==> config.mk <==
export PLATFORM = sky130hd
export DESIGN_NAME = sequencia_envio_medida
export DESIGN_NICKNAME = d
export VERILOG_FILES = /design/src/rtl/sequencia_envio_medida_pkg.sv /design/src/rtl/sequencia_envio_medida_conversor.sv /design/src/rtl/sequencia_envio_medida.sv
export SDC_FILE = /design/constraint.sdc
export NUM_CORES = 1
export LEC_CHECK = 0
export BUFFER_PORTS_ARGS = -buffer_cell sky130_fd_sc_hd__buf_2
export CAP_MARGIN = 10
export CORE_MARGIN = 2
export CORE_UTILIZATION = 59
export CTS_BUF_LIST = sky130_fd_sc_hd__clkbuf_4 sky130_fd_sc_hd__clkbuf_8
export DETAILED_ROUTE_END_ITERATION = 16
export PLACE_DENSITY = 0.81
export SYNTH_ARGS = -nofsm -noshare
export SYNTH_HDL_FRONTEND = slang
export SYNTH_SLANG_ARGS = --single-unit
==> constraint.sdc <==
create_clock -name clock -period 2.45 [get_ports clock]
set_input_delay 0.1225 -clock clock [delete_from_list [all_inputs] [get_ports clock]]
set_output_delay 0.1225 -clock clock [all_outputs]
set_load 0.005 [all_outputs]
==> src/rtl/sequencia_envio_medida_pkg.sv <==
// Shared definitions for the measurement sequencer: FSM state encoding and
// the digit-index width helper.
package sequencia_envio_medida_pkg;

  typedef enum logic [3:0] {
    INICIAL   = 4'd0,
    CONVERTE  = 4'd1,
    CARREGA   = 4'd2,
    TRANSMITE = 4'd3,
    ESPERA    = 4'd4,
    FINAL     = 4'd5
  } estado_t;

  localparam int N_DIGITOS_PADRAO = 4;
  localparam int INDICE_W         = $clog2(N_DIGITOS_PADRAO);

  // Width of the digit index k; never narrower than one bit so k[0] exists.
  function automatic int largura_indice(input int n_digitos);
    return (n_digitos > 1) ? $clog2(n_digitos) : 1;
  endfunction

endpackage

==> src/rtl/sequencia_envio_medida_conversor.sv <==
// Iterative double-dabble: one add-3/shift iteration per 'passo' cycle.
// 'carrega' latches the binary value and clears the BCD accumulator;
// 'fim' is high during the last iteration, so the result is final right
// after the edge on which 'fim' and 'passo' are both high.
module conversor_bin_bcd_seq #(
  parameter int N_BITS    = 12,
  parameter int N_DIGITOS = 4
) (
  input  logic                   clock,
  input  logic                   reset,
  input  logic                   carrega,
  input  logic                   passo,
  input  logic [N_BITS-1:0]      valor,
  output logic [4*N_DIGITOS-1:0] bcd,
  output logic                   fim
);

  localparam int CW = $clog2(N_BITS + 1);

  logic [N_BITS-1:0]      bin_q;
  logic [4*N_DIGITOS-1:0] bcd_q;
  logic [4*N_DIGITOS-1:0] bcd_aj;
  logic [CW-1:0]          cont_q;

  // Add 3 to every nibble >= 5 ahead of the shift.
  always_comb begin
    bcd_aj = bcd_q;
    for (int i = 0; i < N_DIGITOS; i++) begin
      if (bcd_q[4*i +: 4] >= 4'd5) begin
        bcd_aj[4*i +: 4] = bcd_q[4*i +: 4] + 4'd3;
      end
    end
  end

  // Iteration counter: the only control state in the converter.
  always_ff @(posedge clock) begin
    if (reset) begin
      cont_q <= '0;
    end else if (carrega) begin
      cont_q <= CW'(N_BITS);
    end else if (passo && (cont_q != '0)) begin
      cont_q <= cont_q - CW'(1);
    end
  end

  // Shift register {BCD, binary}; always loaded before use, so no reset.
  always_ff @(posedge clock) begin
    if (carrega) begin
      bin_q <= valor;
      bcd_q <= '0;
    end else if (passo && (cont_q != '0)) begin
      {bcd_q, bin_q} <= {bcd_aj, bin_q} << 1;
    end
  end

  assign bcd = bcd_q;
  assign fim = (cont_q == CW'(1));

endmodule

==> src/rtl/sequencia_envio_medida.sv <==
// Measurement sequencer: converts a binary value to BCD and hands the digits,
// most significant first, to the serial BCD transmit datapath one at a time.
module sequencia_envio_medida
  import sequencia_envio_medida_pkg::*;
#(
  parameter int N_BITS    = 12,
  parameter int N_DIGITOS = 4
) (
  input  logic              clock,
  input  logic              reset,
  input  logic              partida,
  input  logic [N_BITS-1:0] valor_binario,
  input  logic              pronto_transmissao_bcd,
  output logic [7:0]        bcd,
  output logic              seletor_valor,
  output logic              inicio_transmissao_bcd,
  output logic              ocupado,
  output logic              pronto,
  output logic [3:0]        db_estado
);

  localparam int K_W   = largura_indice(N_DIGITOS);
  localparam int BCD_W = 4 * N_DIGITOS;

  estado_t          estado, estado_prox;
  logic [K_W-1:0]   k, k_prox;
  logic [BCD_W-1:0] bcd_conv;
  logic             fim_conv;
  logic             carrega_conv;
  logic             passo_conv;

  logic [7:0]       bcd_prox;
  logic             seletor_prox;
  logic             inicio_prox;
  logic             ocupado_prox;
  logic             pronto_prox;

  // Byte holding digit idx: digits 2p+1 and 2p share byte p.
  function automatic logic [7:0] byte_digito(input logic [BCD_W-1:0] v,
                                             input logic [K_W-1:0]   idx);
    int par;
    par = int'(idx) / 2;
    return v[8*par +: 8];
  endfunction

  assign carrega_conv = (estado == INICIAL) && partida;
  assign passo_conv   = (estado == CONVERTE);

  conversor_bin_bcd_seq #(
    .N_BITS    (N_BITS),
    .N_DIGITOS (N_DIGITOS)
  ) u_conversor (
    .clock   (clock),
    .reset   (reset),
    .carrega (carrega_conv),
    .passo   (passo_conv),
    .valor   (valor_binario),
    .bcd     (bcd_conv),
    .fim     (fim_conv)
  );

  // State, digit index and all outputs are registered together.
  always_ff @(posedge clock) begin
    if (reset) begin
      estado                 <= INICIAL;
      k                      <= '0;
      bcd                    <= '0;
      seletor_valor          <= 1'b0;
      inicio_transmissao_bcd <= 1'b0;
      ocupado                <= 1'b0;
      pronto                 <= 1'b0;
    end else begin
      estado                 <= estado_prox;
      k                      <= k_prox;
      bcd                    <= bcd_prox;
      seletor_valor          <= seletor_prox;
      inicio_transmissao_bcd <= inicio_prox;
      ocupado                <= ocupado_prox;
      pronto                 <= pronto_prox;
    end
  end

  // Next-state and digit-index logic.
  always_comb begin
    estado_prox = estado;
    k_prox      = k;
    case (estado)
      INICIAL: begin
        if (partida) estado_prox = CONVERTE;
      end
      CONVERTE: begin
        if (fim_conv) estado_prox = CARREGA;
      end
      CARREGA: begin
        k_prox      = K_W'(N_DIGITOS - 1);
        estado_prox = TRANSMITE;
      end
      TRANSMITE: begin
        estado_prox = ESPERA;
      end
      ESPERA: begin
        if (pronto_transmissao_bcd) begin
          if (k == '0) begin
            estado_prox = FINAL;
          end else begin
            k_prox      = k - K_W'(1);
            estado_prox = TRANSMITE;
          end
        end
      end
      FINAL: begin
        estado_prox = INICIAL;
      end
      default: begin
        estado_prox = INICIAL;
      end
    endcase
  end

  // Output decode from the next state so every output leaves a flop.
  always_comb begin
    bcd_prox     = bcd;
    seletor_prox = seletor_valor;
    if (estado_prox == TRANSMITE) begin
      bcd_prox     = byte_digito(bcd_conv, k_prox);
      seletor_prox = k_prox[0];
    end
    inicio_prox  = (estado_prox == TRANSMITE);
    ocupado_prox = (estado_prox == CONVERTE) || (estado_prox == CARREGA) ||
                   (estado_prox == TRANSMITE) || (estado_prox == ESPERA);
    pronto_prox  = (estado_prox == FINAL);
  end

  assign db_estado = estado;

endmodule

==> metrics.md <==
| Metric | Value |
|---|---|
| DP Wirelength | `3.39 mm` |
| Final hold vios | `0` |
| Cells after Synth | `270` |
| CP required | `around 2.5 ns` |
| Max-cap violation count | `0` |
| Total GRT Usage | `23.2%` |
| Largest net degree at the start of global routing | `23` |
| Antenna violations before repair | `0` |
| Crit path DAT | `between 2 and 2.5 ns` |
| Die height | `67.7 um` |
| IO Count | `32` |
| Max-slew violation count | `0` |
| Synth area leader | `dfxtp_1` |
| Gpl congestion | `0.791` |
| Vias after detailed routing | `about 2,000` |
| Status | `finished, final reports clean` |
| Clock latency on the worst-skew pair | `0.31 ns` |
| Final wirelength | `roughly 5.0 mm` |
| Post-CTS Setup Repair Bufs | `0` |
| Rows | `23` |
| Routed len/inst | `14.2 um` |
| Post-route ant nets | `0` |
| Average size of a mapped cell | `8.86 um2` |
| Final Power | `1.58 mW` |
| ANT cells | `0` |
| Critical R2R Launch | `db_estado[2]` |
| Clock Skews | `0.0111 ns` |
| Cts hold-fix bufs | `0` |
| Core area | `about 3900 um2` |
| Final setup fails | `0` |
| Share of layout cells above drive strength 1 | `between 10% and 20%` |
| Layout net count | `325` |
| Clk slew on worst S/H paths | `0.10 ns` |
| Fill count | `between 300 and 400` |
| Top-area cell type share of the netlist area | `31.8%` |
| CTS Root Cell | `clkbuf_8` |
| Die area | `4580 um2` |
| Number of synthesized flops with an enable pin | `12` |
| Synthesized flop and latch total | `50` |
| Total gr overflow | `0` |
| CTS Buf Count | `5` |
| Max FO, Critical Path | `16` |
| Hold crit path type | `in -> reg` |
| Number of DRC markers in iteration 0 | `between 150 and 200` |
| Port bufs | `31` |
| F_max | `509 MHz` |
| Final setup TNS | `0 ns` |
| Post-CTS resize count | `0` |
| Netlist cell types | `41` |
| # DRC | `0` |
| Total number of yosys warnings | `0` |
| Area grow syn2layout | `13.1%` |
| Clock Path Buffers | `2` |
| Main synth FF type | `dfxtp_1` |
| RSZ-0062 raised after global routing | `no` |
| H-tree Lvls | `2` |
| Mapped Area | `2390 um2` |
| Via density | `5.77` |
| Static Leak | `a little over 1 nW` |
| Syn_nets | `around 300` |
| Global-route wire length before repair | `7.96 mm` |
| Startpoint Class | `flop` |
| Die span in x | `67.7 um` |
| Initial DRT Pass Iterations | `4` |
| Clock tree sinks | `50` |
| Register area share after synthesis | `a little under half` |
| Crit share post-route | `approximately four fifths` |
| Minimum clock period | `1.96 ns` |
| Setup Crit Path Kind | `reg -> reg` |
| Total power per unit cell area | `584 nW/um2` |
| Vias in the first global route | `1,752` |
| CTS tree | `done` |
| Peak supply drop | `between 200 and 300 uV` |
| Crit path launch | `db_estado[2]` |
| Synth top area cells | `dfxtp_1, edfxtp_1, nand2_1, o21ai_0, a21oi_1` |
| Starting Density | `60.7%` |
| Ys async rst share | `0%` |
| Crit. End Element | `flop` |
| Hold path start | `valor_binario[4]` |
==> power by group <==
part | internal [mW] | switching [mW]
clock network | 0.304 | 0.283
logic | 0.0412 | 0.0711
registers | 0.869 | 0.0123
==> worst max-delay path: stages, from the launching register on <==
cell and delay (ns):
dfxtp_1 0.51, nor2_1 0.12, and3_1 0.20, nor2_1 0.34, clkinv_1 0.27, buf_4 0.27
==> stage by stage <==
step	instances	cell area, um2	util, %	hold WS, ns	setup slack (ns)
floorplan	270	2390	-	0.201	0.510
global placement	341	2580	65.5	0.382	0.362
detailed placement	341	2580	65.5	0.385	0.322
CTS	349	2700	68.4	0.0629	0.280
global route	350	2710	68.6	0.0684	0.364
finish	350	2710	68.6	0.0613	0.486
==> area by class of cell <==
class                   count  area (um2)  area share (%)
multi-input cells         195        1170            43.3
repair buffers             36         196            7.26
flip-flops and latches     50        1120            41.4
inverters                  11        41.3            1.53
clock inverters             3        45.0            1.66
well taps                  50        62.6            2.31
clock buffers               5        68.8            2.54
==> cell usage in the layout (no fill, tap or decap), drive strengths merged, types with 3 or more instances in the layout <==
cell	instances
a22o	4
inv	10
clkbuf	5
nor3b	3
nor2	13
dfxtp	38
a211o	8
buf	36
a21oi	26
edfxtp	12
nand2	41
nand3	14
nand2b	5
xnor2	6
nor3	5
ha	10
nand3b	3
o21ai	31
o22ai	7
==> registers in the layout (all words and copies together) (netlist names) <==
register                count
seletor_valor               1
u_conversor.bcd            16
pronto                      1
ocupado                     1
u_conversor.cont_q          4
bcd                         8
u_conversor.bin_q          12
db_estado                   4
inicio_transmissao_bcd      1
k                           2
==> Yosys cell counts (all sizes together) (4+ instances only) <==
master,instances
nor2,13
inv,10
buf,5
nor3,5
a21oi,26
nand2,41
clkbuf,9
a22o,4
o21ai,31
dfxtp,38
ha,10
nand3,14
xnor2,6
a211o,8
nand2b,5
o22ai,7
edfxtp,12
==> logic make-up after synthesis <==
| logic type | synth area share [%] |
|---|---|
| other | 0.157 |
| AOI/OAI and AO/OA | 21.2 |
| buffers and inverters | 4.39 |
| muxes | 0.471 |
| xor gates and xnor gates | 2.56 |
| and+or+nand+nor | 19.1 |
| DFF | 46.9 |
| adders and majority gates | 5.23 |
==> per-layer routing <==
metal	up-vias	GRT usage [%]	routed length, um
li1	1009	-	-
met1	946	32.2	2270
met2	57	34.7	2330
met3	9	5.50	255
met4	0	9.44	97
met5	-	0	0
==> final timing paths <==
| path | end | slack (ns) | cells past startpoint |
|---|---|---|---|
| max | u_conversor.bin_q[2] | 0.49 | 5 |
| min | u_conversor.bin_q[4] | 0.06 | 3 |
| max reg2reg | u_conversor.bin_q[2] | 0.49 | 5 |
| min reg2reg | u_conversor.bcd[0] | 0.47 | 2 |
(Power assumes the default switching activity.)
